--- src/rtl/rv_boot_pkg.sv ---
// Shared types and helpers for the nanorv32 boot/run sequencer.
package rv_boot_pkg;

    typedef enum logic [2:0] {
        PRE     = 3'd0,
        RF_CLR  = 3'd1,
        MEM_CLR = 3'd2,
        HOLD    = 3'd3,
        RUN     = 3'd4,
        DONE    = 3'd5,
        TIMEOUT = 3'd6
    } boot_state_t;

    // Number of cycles spent in a timed boot phase; untimed states report 1.
    function automatic int unsigned phase_len(
        input boot_state_t st,
        input int unsigned pre_cycles,
        input int unsigned rf_depth,
        input int unsigned mem_aw,
        input int unsigned hold_cycles
    );
        case (st)
            PRE:     phase_len = pre_cycles;
            RF_CLR:  phase_len = rf_depth;
            MEM_CLR: phase_len = 32'd1 << mem_aw;
            HOLD:    phase_len = hold_cycles;
            default: phase_len = 32'd1;
        endcase
    endfunction

endpackage

--- src/rtl/rv_sat_counter.sv ---
// Saturating up-counter with synchronous clear; clear has priority over enable.
module rv_sat_counter #(
    parameter int unsigned W = 32
) (
    input  logic         clk,
    input  logic         reset_l,
    input  logic         clr,
    input  logic         en,
    output logic [W-1:0] q
);

    logic [W-1:0] r_q;

    always_ff @(posedge clk or negedge reset_l) begin
        if (!reset_l) begin
            r_q <= '0;
        end else if (clr) begin
            r_q <= '0;
        end else if (en && (r_q != {W{1'b1}})) begin
            r_q <= r_q + W'(1);
        end
    end

    assign q = r_q;

endmodule

--- src/rtl/rv_boot_seq.sv ---
// Boot and run sequencer for nanorv32: clears register files and optionally
// data memories, releases the core, then supervises the run (halt, watchdog).
module rv_boot_seq
    import rv_boot_pkg::*;
#(
    parameter int unsigned RF_DEPTH    = 32,
    parameter int unsigned MEM_LANES   = 4,
    parameter int unsigned MEM_AW      = 10,
    parameter int unsigned CLEAR_MEM   = 0,
    parameter int unsigned PRE_CYCLES  = 2,
    parameter int unsigned HOLD_CYCLES = 2,
    parameter int unsigned MAX_CYCLES  = 1000,
    parameter int unsigned CW          = 32
) (
    input  logic                        clk,
    input  logic                        reset_l,
    input  logic                        restart,
    input  logic                        halt,
    output logic                        core_reset_l,
    output logic                        rf_we,
    output logic [$clog2(RF_DEPTH)-1:0] rf_waddr,
    output logic [31:0]                 rf_wdata,
    output logic [MEM_LANES-1:0]        mem_we,
    output logic [MEM_AW-1:0]           mem_waddr,
    output logic                        busy,
    output logic                        running,
    output logic                        done,
    output logic                        timeout,
    output logic [CW-1:0]               cycle_count
);

    localparam int unsigned RF_AW  = $clog2(RF_DEPTH);
    localparam int unsigned W_MEM  = MEM_AW + 1;
    localparam int unsigned W_RF   = RF_AW + 1;
    localparam int unsigned W_PRE  = $clog2(PRE_CYCLES + 1);
    localparam int unsigned W_HOLD = $clog2(HOLD_CYCLES + 1);
    localparam int unsigned W_A    = (W_MEM > W_RF) ? W_MEM : W_RF;
    localparam int unsigned W_B    = (W_PRE > W_HOLD) ? W_PRE : W_HOLD;
    localparam int unsigned PW     = (W_A > W_B) ? W_A : W_B;

    boot_state_t          r_state;
    boot_state_t          w_state_nxt;
    logic [PW-1:0]        r_cnt;
    logic [PW-1:0]        w_cnt_nxt;
    logic [PW-1:0]        w_up;
    logic [PW-1:0]        w_up_nxt;
    int unsigned          w_len;
    logic                 w_last;
    logic                 w_expire;
    logic                 w_restart_ok;
    logic                 w_hold_cnt;
    logic [CW-1:0]        w_cycle_count;

    logic                 r_core_reset_l;
    logic                 r_rf_we;
    logic [RF_AW-1:0]     r_rf_waddr;
    logic [31:0]          r_rf_wdata;
    logic [MEM_LANES-1:0] r_mem_we;
    logic [MEM_AW-1:0]    r_mem_waddr;
    logic                 r_busy;
    logic                 r_running;
    logic                 r_done;
    logic                 r_timeout;

    // The phase counter counts down from 0; its negation is the elapsed-cycle view.
    assign w_up = PW'(0) - r_cnt;

    // Next-state and phase-counter update.
    always_comb begin
        w_state_nxt  = r_state;
        w_restart_ok = 1'b0;
        w_len        = phase_len(r_state, PRE_CYCLES, RF_DEPTH, MEM_AW, HOLD_CYCLES);
        w_last       = (w_up == PW'(w_len - 32'd1));
        w_expire     = (MAX_CYCLES != 0) && (w_cycle_count == CW'(MAX_CYCLES - 32'd1));

        case (r_state)
            PRE:     if (w_last) w_state_nxt = RF_CLR;
            RF_CLR:  if (w_last) w_state_nxt = (CLEAR_MEM != 0) ? MEM_CLR : HOLD;
            MEM_CLR: if (w_last) w_state_nxt = HOLD;
            HOLD:    if (w_last) w_state_nxt = RUN;
            RUN: begin
                if (restart) begin
                    w_state_nxt  = PRE;
                    w_restart_ok = 1'b1;
                end else if (halt) begin
                    w_state_nxt = DONE;
                end else if (w_expire) begin
                    w_state_nxt = TIMEOUT;
                end
            end
            DONE, TIMEOUT: begin
                if (restart) begin
                    w_state_nxt  = PRE;
                    w_restart_ok = 1'b1;
                end
            end
            default: w_state_nxt = PRE;
        endcase

        w_hold_cnt = (w_state_nxt != r_state) || (w_state_nxt == RUN) ||
                     (w_state_nxt == DONE) || (w_state_nxt == TIMEOUT);
        w_cnt_nxt  = w_hold_cnt ? '0 : (r_cnt - PW'(1));
        w_up_nxt   = PW'(0) - w_cnt_nxt;
    end

    // State register and registered outputs, derived from the upcoming state.
    always_ff @(posedge clk or negedge reset_l) begin
        if (!reset_l) begin
            r_state        <= PRE;
            r_cnt          <= '0;
            r_core_reset_l <= 1'b0;
            r_rf_we        <= 1'b0;
            r_rf_waddr     <= '0;
            r_rf_wdata     <= '0;
            r_mem_we       <= '0;
            r_mem_waddr    <= '0;
            r_busy         <= 1'b1;
            r_running      <= 1'b0;
            r_done         <= 1'b0;
            r_timeout      <= 1'b0;
        end else begin
            r_state        <= w_state_nxt;
            r_cnt          <= w_cnt_nxt;
            r_core_reset_l <= (w_state_nxt == RUN);
            r_rf_we        <= (w_state_nxt == RF_CLR);
            r_rf_waddr     <= (w_state_nxt == RF_CLR) ? RF_AW'(w_up_nxt) : '0;
            r_rf_wdata     <= '0;
            r_mem_we       <= (w_state_nxt == MEM_CLR) ? {MEM_LANES{1'b1}} : '0;
            r_mem_waddr    <= (w_state_nxt == MEM_CLR) ? MEM_AW'(w_up_nxt) : '0;
            r_busy         <= (w_state_nxt == PRE) || (w_state_nxt == RF_CLR) ||
                              (w_state_nxt == MEM_CLR) || (w_state_nxt == HOLD);
            r_running      <= (w_state_nxt == RUN);
            r_done         <= (w_state_nxt == DONE);
            r_timeout      <= (w_state_nxt == TIMEOUT);
        end
    end

    rv_sat_counter #(
        .W (CW)
    ) u_cycle_cnt (
        .clk     (clk),
        .reset_l (reset_l),
        .clr     (w_restart_ok),
        .en      (r_state == RUN),
        .q       (w_cycle_count)
    );

    assign core_reset_l = r_core_reset_l;
    assign rf_we        = r_rf_we;
    assign rf_waddr     = r_rf_waddr;
    assign rf_wdata     = r_rf_wdata;
    assign mem_we       = r_mem_we;
    assign mem_waddr    = r_mem_waddr;
    assign busy         = r_busy;
    assign running      = r_running;
    assign done         = r_done;
    assign timeout      = r_timeout;
    assign cycle_count  = w_cycle_count;

endmodule

--- config.mk ---
export PLATFORM = sky130hd
export DESIGN_NAME = rv_boot_seq
export DESIGN_NICKNAME = d
export VERILOG_FILES = /design/src/rtl/rv_boot_pkg.sv /design/src/rtl/rv_sat_counter.sv /design/src/rtl/rv_boot_seq.sv
export SDC_FILE = /design/constraint.sdc
export NUM_CORES = 1
export LEC_CHECK = 0
export CORE_MARGIN = 2
export CORE_UTILIZATION = 56
export DETAILED_ROUTE_END_ITERATION = 16
export GPL_TIMING_DRIVEN = 0
export HOLD_SLACK_MARGIN = 0.02
export PLACE_DENSITY = 0.95
export SKIP_LAST_GASP = 1
export SYNTH_ARGS = -nofsm -noshare
export SYNTH_HDL_FRONTEND = slang
export SYNTH_HIERARCHICAL = 1
export SYNTH_SLANG_ARGS = --single-unit
--- constraint.sdc ---
create_clock -name clk -period 7.96 [get_ports clk]
set_input_delay 1.592 -clock clk [delete_from_list [all_inputs] [get_ports clk]]
set_output_delay 1.592 -clock clk [all_outputs]
set_load 0.01 [all_outputs]
# [After elaboration in Yosys (flattened, before gate mapping)]
# Cells that the tools add are included.
# W data, S select, Z words.
[totals] regBits=70 output_inout_bits=89
[op_classes] add_sub_neg=5 eq_ne=16 n_mux=17 n_reduce_logical=14
[ops] cell="$mux W32" count=2
[ops] cell="$pmux W11 S3" count=1
[ops] cell="$add A32 B1 Y32 const B" count=1
[ops] cell="$eq A32 B10 Y1 const B" count=1
[ops] cell="$ne A32 B32 Y1 const B" count=1
[ops] cell="$sub A11 B1 Y11 const B" count=2
[ops] cell="$mux W3" count=7
[ops] cell="$eq A3 B3 Y1 const B" count=6
[ops] cell="$pmux W3 S5" count=1
[ops] cell="$eq A3 B2 Y1 const B" count=4
[ops] cell="$eq A11 B11 Y1" count=1
[ops] cell="$mux W11" count=1
[ops] cell="$sub A1 B11 Y11 const A" count=1
[ops] cell="$mux W10" count=1
[ops] cell="$sub A1 B10 Y10 const A" count=1
[ops] cell="$eq A3 B1 Y1 const B" count=2
[ops] cell="$logic_not A3 Y1" count=2
[ops] cell="$logic_or A1 B1 Y1" count=6
[ops] cell="$reduce_or A2 Y1" count=3
[ops] cell="$mux W5" count=1
[ops] cell="$mux W4" count=1
[ops] cell="$ne A3 B3 Y1" count=1
[ops] cell="$reduce_or A3 Y1" count=1
[ops] cell="$mux W1" count=2
[ops] cell="other kinds (2)" count=2

# [Depth between registers and ports, before layout]
# Gate-level depths: netlist of run 1.
[logic_depth] depth_word=14 mapped_depth=18

# [Hierarchy]
# Netlist of run 1, hierarchy kept.
[modules_own_cells] mod="rv_boot_seq" n_inst=1 cells_each=274 area_per_inst_um2=2472.4 seq_area_each_um2=877.1
[modules_own_cells] mod="rv_sat_counter" n_inst=1 cells_each=198 area_per_inst_um2=1854.3 seq_area_each_um2=800.8

# [Least setup slack after synthesis of run 1]
# OpenSTA, ideal clock, no wires.
[synth_timing] kind="reg-to-reg" startpoint="reg r_state[0]" endpoint="reg r_rf_waddr[4], in the netlist rf_waddr[4]" setup_time_ns=0.123 arrival_ns=3.306 path_slack_ns=4.531 path_stages_with_launch=18 n_path_buf=3 synth_period_minus_slack_ns=3.429 path_cell_list="dfrtp_1 buf_2 xnor2_1 nor2_1 ha_1 xor2_1 nor3_1 o31a_1 o2111ai_2 buf_2 and2_1 nand2b_1 ha_1 buf_1 nand2_1 mux2i_1 a2bb2oi_1 nor2_1"
[synth_via] elab_chain_len=14 elab_cells_between_ends=32 classes_between="add/sub: 2; eq/ne: 12; mux: 11; reduce/logical: 7"
[synth_lines] item="start: declaration" line_no="rv_boot_seq.sv:41" text="boot_state_t r_state;"
[synth_lines] item="start signal: assignment" line_no="rv_boot_seq.sv:122" text="r_state <= w_state_nxt;"
[synth_lines] item="$eq A3 B2 Y1 / $logic_not A3 Y1 (equally long branches)" line_no="rv_boot_pkg.sv:22, rv_boot_seq.sv:76"
[synth_lines] item="$reduce_or A2 Y1 (no source line)"
[synth_lines] item="$pmux W11 S3" line_no="rv_boot_pkg.sv:22" text="case (st)"
[synth_lines] item="$sub A11 B1 Y11" line_no="rv_boot_seq.sv:73" text="w_last = (w_up == PW'(w_len - 32'd1));"
[synth_lines] item="$eq A11 B11 Y1" line_no="rv_boot_seq.sv:73"
[synth_lines] item="$mux W3, on equally long branches"
[synth_lines] item="$pmux W3 S5" line_no="rv_boot_seq.sv:76" text="case (r_state)"
[synth_lines] item="$ne A3 B3 Y1 / $eq A3 B3 Y1 (equally long branches)" line_no="rv_boot_seq.sv:100" text="w_hold_cnt = (w_state_nxt != r_state) || (w_state_nxt == RUN) ||"
[synth_lines] item="$logic_or A1 B1 Y1 (2 in series)" line_no="rv_boot_seq.sv:100"
[synth_lines] item="$logic_or A1 B1 Y1" line_no="rv_boot_seq.sv:101" text="(w_state_nxt == DONE) || (w_state_nxt == TIMEOUT);"
[synth_lines] item="$mux W11" line_no="rv_boot_seq.sv:102" text="w_cnt_nxt = w_hold_cnt ? '0 : (r_cnt - PW'(1));"
[synth_lines] item="$sub A1 B10 Y10" line_no="rv_boot_seq.sv:103" text="w_up_nxt = PW'(0) - w_cnt_nxt;"
[synth_lines] item="$mux W5 (*)" line_no="rv_boot_seq.sv:126" text="r_rf_waddr <= (w_state_nxt == RF_CLR) ? RF_AW'(w_up_nxt) : '0;"
[synth_lines] item="end signal: assignment" line_no="rv_boot_seq.sv:126"
[synth_lines] item="end: declaration" line_no="rv_boot_seq.sv:56" text="logic [RF_AW-1:0] r_rf_waddr;"
# Every way passes the cells marked *; elsewhere a longest branch is shown, timed or not.
# A chain may end at the register's enable or synchronous reset.

# [Final worst setup path of run 1]
[layout_timing] startpoint="reg r_state[2]" endpoint="reg r_rf_waddr[4], in the netlist rf_waddr[4]"
# Same word-level chain as after synthesis.

==> key figures, run 1 <==
Outcome
  • Result of the run: finished, final reports clean

Setup path
  • CP Capture Type: flop
  • CP max FO: 10
  • Crit path DAT: 4.36 ns
  • Max incr delay on CP: 0.51 ns
  • Critical path class: reg2reg
  • CP startpoint kind: flop
  • Critical-path cell list: clkbuf_1, nor2_1, nand2_1, ha_1, xor2_1, nor3_1, o31a_1, o2111ai_2, buf_2, and2_1, nand2b_1, ha_1, buf_1, nand2_1, mux2i_1, a2bb2oi_1, nor2_1
  • Top Family by Delay on Critical Path: compound AO/OA/AOI/OAI gates
  • Max stage delay cell, worst path: xor2_1
  • Worst endpoint required time: 8.18 ns
  • Worst Path Buf+Inv: 3

Clocking
  • Clock buffers created by TritonCTS: 9
  • Hold-fix buffers at CTS: 0
  • Clock latency on the worst-skew pair: 0.34 ns
  • Clk Tree Root Cell: clkbuf_8
  • Post-CTS setup buffer count: 0
  • Clock sinks: 67
  • Clk buf depth: 2
  • Htree depth: 3
  • Post-cts resize count: 0
  • CTS tree: done
  • Clock-pin transition on the worst setup and hold timing paths: 0.07 ns

Finish
  • Finished Cell Area: 0.00536 mm²
  • Utilization after layout: 70.5%
  • Ant diodes: 0
  • Final nets: 583
  • Area grow syn2layout: 23.9%
  • Proportion of layout cells with a drive suffix above 1: 16.1%

Routing
  • Remaining antenna violation count: 0
  • Final WL: 10500 µm
  • DR vias: 3812
  • Iter 0 DRT Violations: 224
  • Wire per inst: 15.3 µm
  • DR pass1 iterations: 8
  • DRC viols: 0
  • Via density: 5.60

Job
  • Max Cap Violations: 0

Synth
  • Cell count after synthesis: 472
  • Top-count cell post-synth: dfrtp_1
  • Synth area leaders: dfrtp_1 38%, buf_4 6.9%, nor2_1 4.9%, xnor2_1 4.5%, nand2_1 2.3%
  • Post-synth top cells: 66 x dfrtp_1, 56 x nor2_1, 40 x buf_4
  • YS warnings: 6
  • Post-synthesis cell type count: 72
  • Synth Register Bits: 67
  • Post-synth EDFFs: 0
  • Top_reg_cell synth: dfrtp_1
  • Share of the synthesized area in the top cell type: 38.2%
  • Synthesized area: 0.00433 mm²
  • Ys async rst share: 100%
  • Synthesized area per cell: 9.17 µm²
  • Register area share after synthesis: 38.8%
  • Area leader, netlist: dfrtp_1

Pwr
  • Clock Power Share: 19.5%
  • Power density over cell area: 269 mW/mm²
  • Sw Share: 39.5%
  • Leak: 2.38 nW
  • Max IR drop VDD: 0.107 mV
  • Psw: 569 µW
  • Gate power share: 48.8%
  • Sequential share of power: 31.7%
  • Cell internal pwr: 873 µW

Place
  • RD Place Congestion: 0.933
  • Port Buffer Count: 60
  • Hpwl dp: 7720 µm
  • Cell Area, Placed: 0.00517 mm²

STA
  • Final TNS setup: 0 ns
  • Worst Tran Pin Value: 0.824 ns
  • Fin crit period: 4.13 ns
  • Fmax: 242 MHz
  • Fin Clk Skew: 0.00645 ns
  • Final Hold Viols: 0
  • Setup repair after global routing missed its margin: false
  • Final setup fails: 0
  • Slew Limit Headroom: 45.0%
  • Tcrit/Tclk final: 51.9%
  • Max-slew violation count: 0

Die
  • Core Footprint: 0.00761 mm²
  • Die height: 91.9 µm
  • Die area: 0.00845 mm²
  • Die width: 91.9 µm
  • Rows: 32
  • Top Ports: 93
  • Starting Density: 56.9%

GRT
  • First-pass GRT wire length: 17300 µm
  • Largest net degree at the start of global routing: 68
  • Total congestion overflow: 0
  • Initial antenna violation count: 0
  • GRT Total Usage: 25.6%
  • Vias in the first global route: 3581

Min path
  • Hold Crit Class: reg2reg
## final timing paths
kind                       startpoint     endpoint  slack (ns)  depth (start not counted)
setup / recovery           r_state[2]  rf_waddr[4]        3.83                         17
hold / removal              r_cnt[10]    r_cnt[10]        0.57                          2
setup reg to reg           r_state[2]  rf_waddr[4]        3.83                         17
hold reg to reg             r_cnt[10]    r_cnt[10]        0.57                          2
max in group asynchronous     reset_l   r_state[1]        6.07                          1
min in group asynchronous     reset_l     r_cnt[9]        1.33                          1
## state kept, by name (all words and copies together) (netlist names)
name           flops
busy               1
done               1
mem_waddr         10
mem_we             1
r_cnt             11
r_state            3
rf_waddr           5
rf_we              1
running            1
timeout            1
u_cycle_cnt/q     32
## cells by family (layout without fill, tap and decap cells)
| group | count (synthesis) | in the layout | synth area share, % |
|---|---|---|---|
| other cells | 1 | 32 | 0.0867 |
| buf+inv | 77 | 153 | 10.4 |
| mux | 13 | 13 | 3.38 |
| flops | 67 | 67 | 38.8 |
| fa+ha+maj | 5 | 5 | 1.45 |
| xor+xnor | 31 | 31 | 6.62 |
| compound gates | 68 | 68 | 11.5 |
| simple gates | 210 | 210 | 27.7 |
## metrics by stage
stage	std cells	setup WS (ns)	total power, mW	hold WS [ns]
global placement	665	3.18	1.13	0.543
global route	681	3.53	1.53	0.606
CTS	681	3.84	1.44	0.573
floorplan	503	4.53	0.946	0.524
finish	681	3.83	1.44	0.570
detailed placement	665	3.89	1.15	0.556
## routing by layer
layer | GRT usage, % | up-vias | share of wire (%)
met3 | 5.83 | 11 | 7.7
met5 | 0 | - | 0
met1 | 33.2 | 1819 | 41
met4 | 6.09 | 0 | 0.80
li1 | - | 1815 | -
met2 | 43.8 | 167 | 50
## area by class of cell
class	instances	area (µm²)
clock buffers	11	141
well taps	102	128
inverters	19	71.3
fillers	574	2240
repair buffers	60	598
plain buffers	58	380
multi-input cells	359	2310
clock inverters	5	52.6
flip-flops and latches	67	1680
## cells in the final DEF, fill, tap and decap left out, types with 3 or more instances in the layout
cell / count
dfrtp_1: 66
clkdlybuf4s50_1: 59
nor2_1: 56
buf_4: 41
conb_1: 32
nand2_1: 27
xnor2_1: 22
inv_1: 18
nand3_1: 18
a21oi_1: 16
and3_1: 14
nor3_1: 13
nor4_1: 11
buf_2: 10
clkbuf_8: 10
or3_1: 9
clkbuf_1: 8
o21ai_0: 8
xor2_1: 8
nand2b_1: 8
nor2b_1: 8
nand4_1: 8
or4_1: 7
mux2_2: 6
a211oi_1: 6
o31ai_1: 5
mux2i_1: 5
and2_1: 5
ha_1: 5
nand4b_1: 4
nor4_2: 3
o31a_1: 3
a31oi_1: 3
a2bb2oi_1: 3
clkinv_2: 3
a21o_1: 3
## worst reg2reg max path: stages, from the launching register on
cell and delay (ns):
dfrtp_1 0.37, clkbuf_1 0.39, nor2_1 0.12, nand2_1 0.10
ha_1 0.32, xor2_1 0.52, nor3_1 0.13, o31a_1 0.36
o2111ai_2 0.25, buf_2 0.27, and2_1 0.22, nand2b_1 0.09
ha_1 0.19, buf_1 0.18, nand2_1 0.10, mux2i_1 0.06
a2bb2oi_1 0.25, nor2_1 0.08
## power groups by stage
stage | sequential (mW) | clock, mW | combinational [mW]
6_report | 0.457 | 0.281 | 0.704
5_1_grt | 0.466 | 0.302 | 0.764
3_5_place_dp | 0.462 | 0 | 0.691
2_1_floorplan | 0.472 | 0 | 0.475
3_3_place_gp | 0.461 | 0 | 0.669
4_1_cts | 0.457 | 0.285 | 0.695
No activity file was read; power rests on OpenSTA's default activity.
==> inputs of run 2 (changes only) <==
- CORE_UTILIZATION: 56 -> 47
- PLACE_DENSITY: 0.95 -> 0.9
- clock period: 7.96 -> 3.5 ns (I/O delays scaled with it)
==> run 2 against run 1 <==
Compared with the run above:
- total power increased to 2.5 times the previous value
- maximum frequency rose by 23%
- critical endpoint is now mem_waddr[6]
- via count grew 2.6%
- critical path depth down 1
- clock skew increased by 0.0067 ns
- worst setup slack got worse by 3.7 ns
- flip-flop and latch count is the same
- utilization shrank 9.1 points
- critical path type unchanged
- sequential power up 130%
- cell area up 3.8%
- cell count grew 1.6%
==> key figures, run 2 (synthesized netlist as in run 1, its figures left out) <==
STA
  • Post-route setup slack: 0.150 ns (-3.68 ns)
  • Worst Tran Pin Value: 0.825 ns (+0.000206 ns)
  • Fin crit period: 3.35 ns (-0.784 ns)
  • Fmax: 298 MHz (+23%)
  • Final setup fails: 0 (unchanged)
  • Hold Slack: 0.425 ns (-0.145 ns)
  • Fin Clk Skew: 0.0132 ns (+0.00672 ns)
  • Final Hold Viols: 0 (unchanged)
  • Max-slew violation count: 0 (unchanged)
  • Tcrit/Tclk final: 95.7% (+44 points)
  • Slew Limit Headroom: 45.0% (about the same)

Setup path
  • FF-to-FF path depth: 16 (-1)
  • Worst endpoint required time: 3.75 ns (-4.43 ns)
  • CP max FO: 10 (unchanged)
  • Crit path from: r_state[2]
  • Critical path class: reg2reg
  • CP startpoint kind: flop
  • Reg2reg start: r_state[2]
  • CP Capture Type: flop
  • Crit path DAT: 3.60 ns (-0.76 ns)

Place
  • RD Place Congestion: 0.940 (+0.75%)
  • Pre-CTS setup slack: -0.598 ns (-4.49 ns)
  • Port Buffer Count: 60 (unchanged)
  • Hpwl dp: 7720 µm (about the same)

Routing
  • Iter 0 DRT Violations: 323 (+44%)
  • DRC viols: 0 (unchanged)
  • DR vias: 3911 (+2.6%)
  • DR pass1 iterations: 5 (-3)
  • Wire per inst: 15.9 µm (+3.7%)
  • Remaining antenna violation count: 0 (unchanged)
  • Via density: 5.65 (+0.97%)
  • Final WL: 11000 µm (+5.4%)

GRT
  • First-pass GRT wire length: 17400 µm (+0.68%)
  • Largest net degree at the start of global routing: 68 (unchanged)
  • GRT Total Usage: 21.7% (-3.9 points)
  • Initial antenna violation count: 0 (unchanged)
  • Vias in the first global route: 3593 (+0.34%)
  • Total congestion overflow: 0 (unchanged)

Clocking
  • Clk buf depth: 2 (unchanged)
  • Clock sinks: 67 (unchanged)
  • Hold-fix buffers at CTS: 0 (unchanged)
  • Clock buffers created by TritonCTS: 9 (unchanged)
  • CTS tree: done
  • Clock latency on the worst-skew pair: 0.36 ns (+0.02 ns)
  • Clock-pin transition on the worst setup and hold timing paths: 0.07 ns (about the same)
  • Clk Tree Root Cell: clkbuf_8
  • Htree depth: 3 (unchanged)

Die
  • Starting Density: 47.7% (-9.1 points)
  • Die height: 99.9 µm (+8.8%)
  • Die width: 99.9 µm (+8.8%)
  • Core Footprint: 0.00906 mm² (+19%)
  • Die area: 0.00999 mm² (+18%)
  • Rows: 35 (+9.4%)
  • Top Ports: 93 (unchanged)

Finish
  • Max reg flops: 32 (unchanged)
  • Commonest cells after routing, fill and taps aside: 65 x dfrtp_1, 59 x clkdlybuf4s50_1, 54 x nor2_1
  • Proportion of layout cells with a drive suffix above 1: 19.3% (+3.2 points)
  • Commonest non-fill, non-tap cell in the layout: dfrtp_1
  • Area grow syn2layout: 28.7%
  • Final nets: 585 (+0.34%)
  • Ant diodes: 0 (unchanged)

Pwr
  • Power density over cell area: 648 mW/mm² (+140%)
  • Max IR drop VDD: 0.356 mV (+230%)
  • Leak: 2.43 nW (+2.1%)

Outcome
  • Result of the run: finished, final reports clean

Job
  • Max Cap Violations: 0 (unchanged)

Min path
  • Hold Crit Class: in2async
## run 2: what timing repair did
| item | CTS | global route |
|---|---|---|
| resized for setup | 11 | 16 |
| cloned | 0 | 1 |
| pin swaps | 1 | 2 |
| setup endpoints to repair | 10 | 7 |
| setup buffers | 1 | 2 |
## run 2: metrics by stage
stage          utilization [%]  area, µm²  power (mW)  std cells  TNS, ns
2_1_floorplan                -       4440        2.15        503        0
3_3_place_gp              57.2       5180        2.56        674   -30.80
3_5_place_dp              57.1       5180        2.62        674    -3.45
4_1_cts                   60.3       5470        3.46        690        0
5_1_grt                   61.4       5570        3.82        692  -0.0124
6_report                  61.4       5570        3.61        692        0
## run 2: area by class of cell
| cell class | instances | area, µm² |
|---|---|---|
| fillers | 738 | 3500 |
| multi-input cells | 360 | 2430 |
| flip-flops and latches | 67 | 1680 |
| repair buffers | 63 | 621 |
| plain buffers | 56 | 383 |
| clock buffers | 11 | 151 |
| well taps | 111 | 139 |
| clock inverters | 5 | 85.1 |
| inverters | 19 | 73.8 |
## run 2: critical path, stage by stage (launching register included)
cell and delay [ns]:
dfrtp_1 0.41, buf_2 0.21, nor2_2 0.16, nand2_1 0.11, ha_4 0.23, xor2_2 0.19, a41o_1 0.24, o31a_1 0.29
o2111ai_4 0.25, buf_6 0.19, and2_1 0.22, nand2b_1 0.13, ha_4 0.21, nand3_1 0.08, o21ai_0 0.10, a2bb2oi_1 0.18
nor2_1 0.06
## run 2: metal layers
metal	global-route usage (%)	routed length [µm]
met1	29.0	4640
met2	35.4	5340
met3	4.25	849
met4	8.01	194
met5	0	0
## run 2: power by group
group / switching, mW / total, mW / leakage (nW) / internal [mW]
sequential: 0.140 / 1.07 / 0.865 / 0.931
clock: 0.312 / 0.754 / 0.116 / 0.442
combinational: 0.962 / 1.78 / 1.45 / 0.820
total: 1.42 / 3.61 / 2.43 / 2.19
## run 2: worst paths after layout
check / endpoint / slack, ns
worst min register to register: u_cycle_cnt/q[15] / 0.62
min in group clk: u_cycle_cnt/q[15] / 0.62
worst min-delay path: mem_waddr[0] / 0.43
worst max-delay path: mem_waddr[6] / 0.15
worst max register to register: mem_waddr[6] / 0.15
max in group asynchronous: r_cnt[1] / 2.49
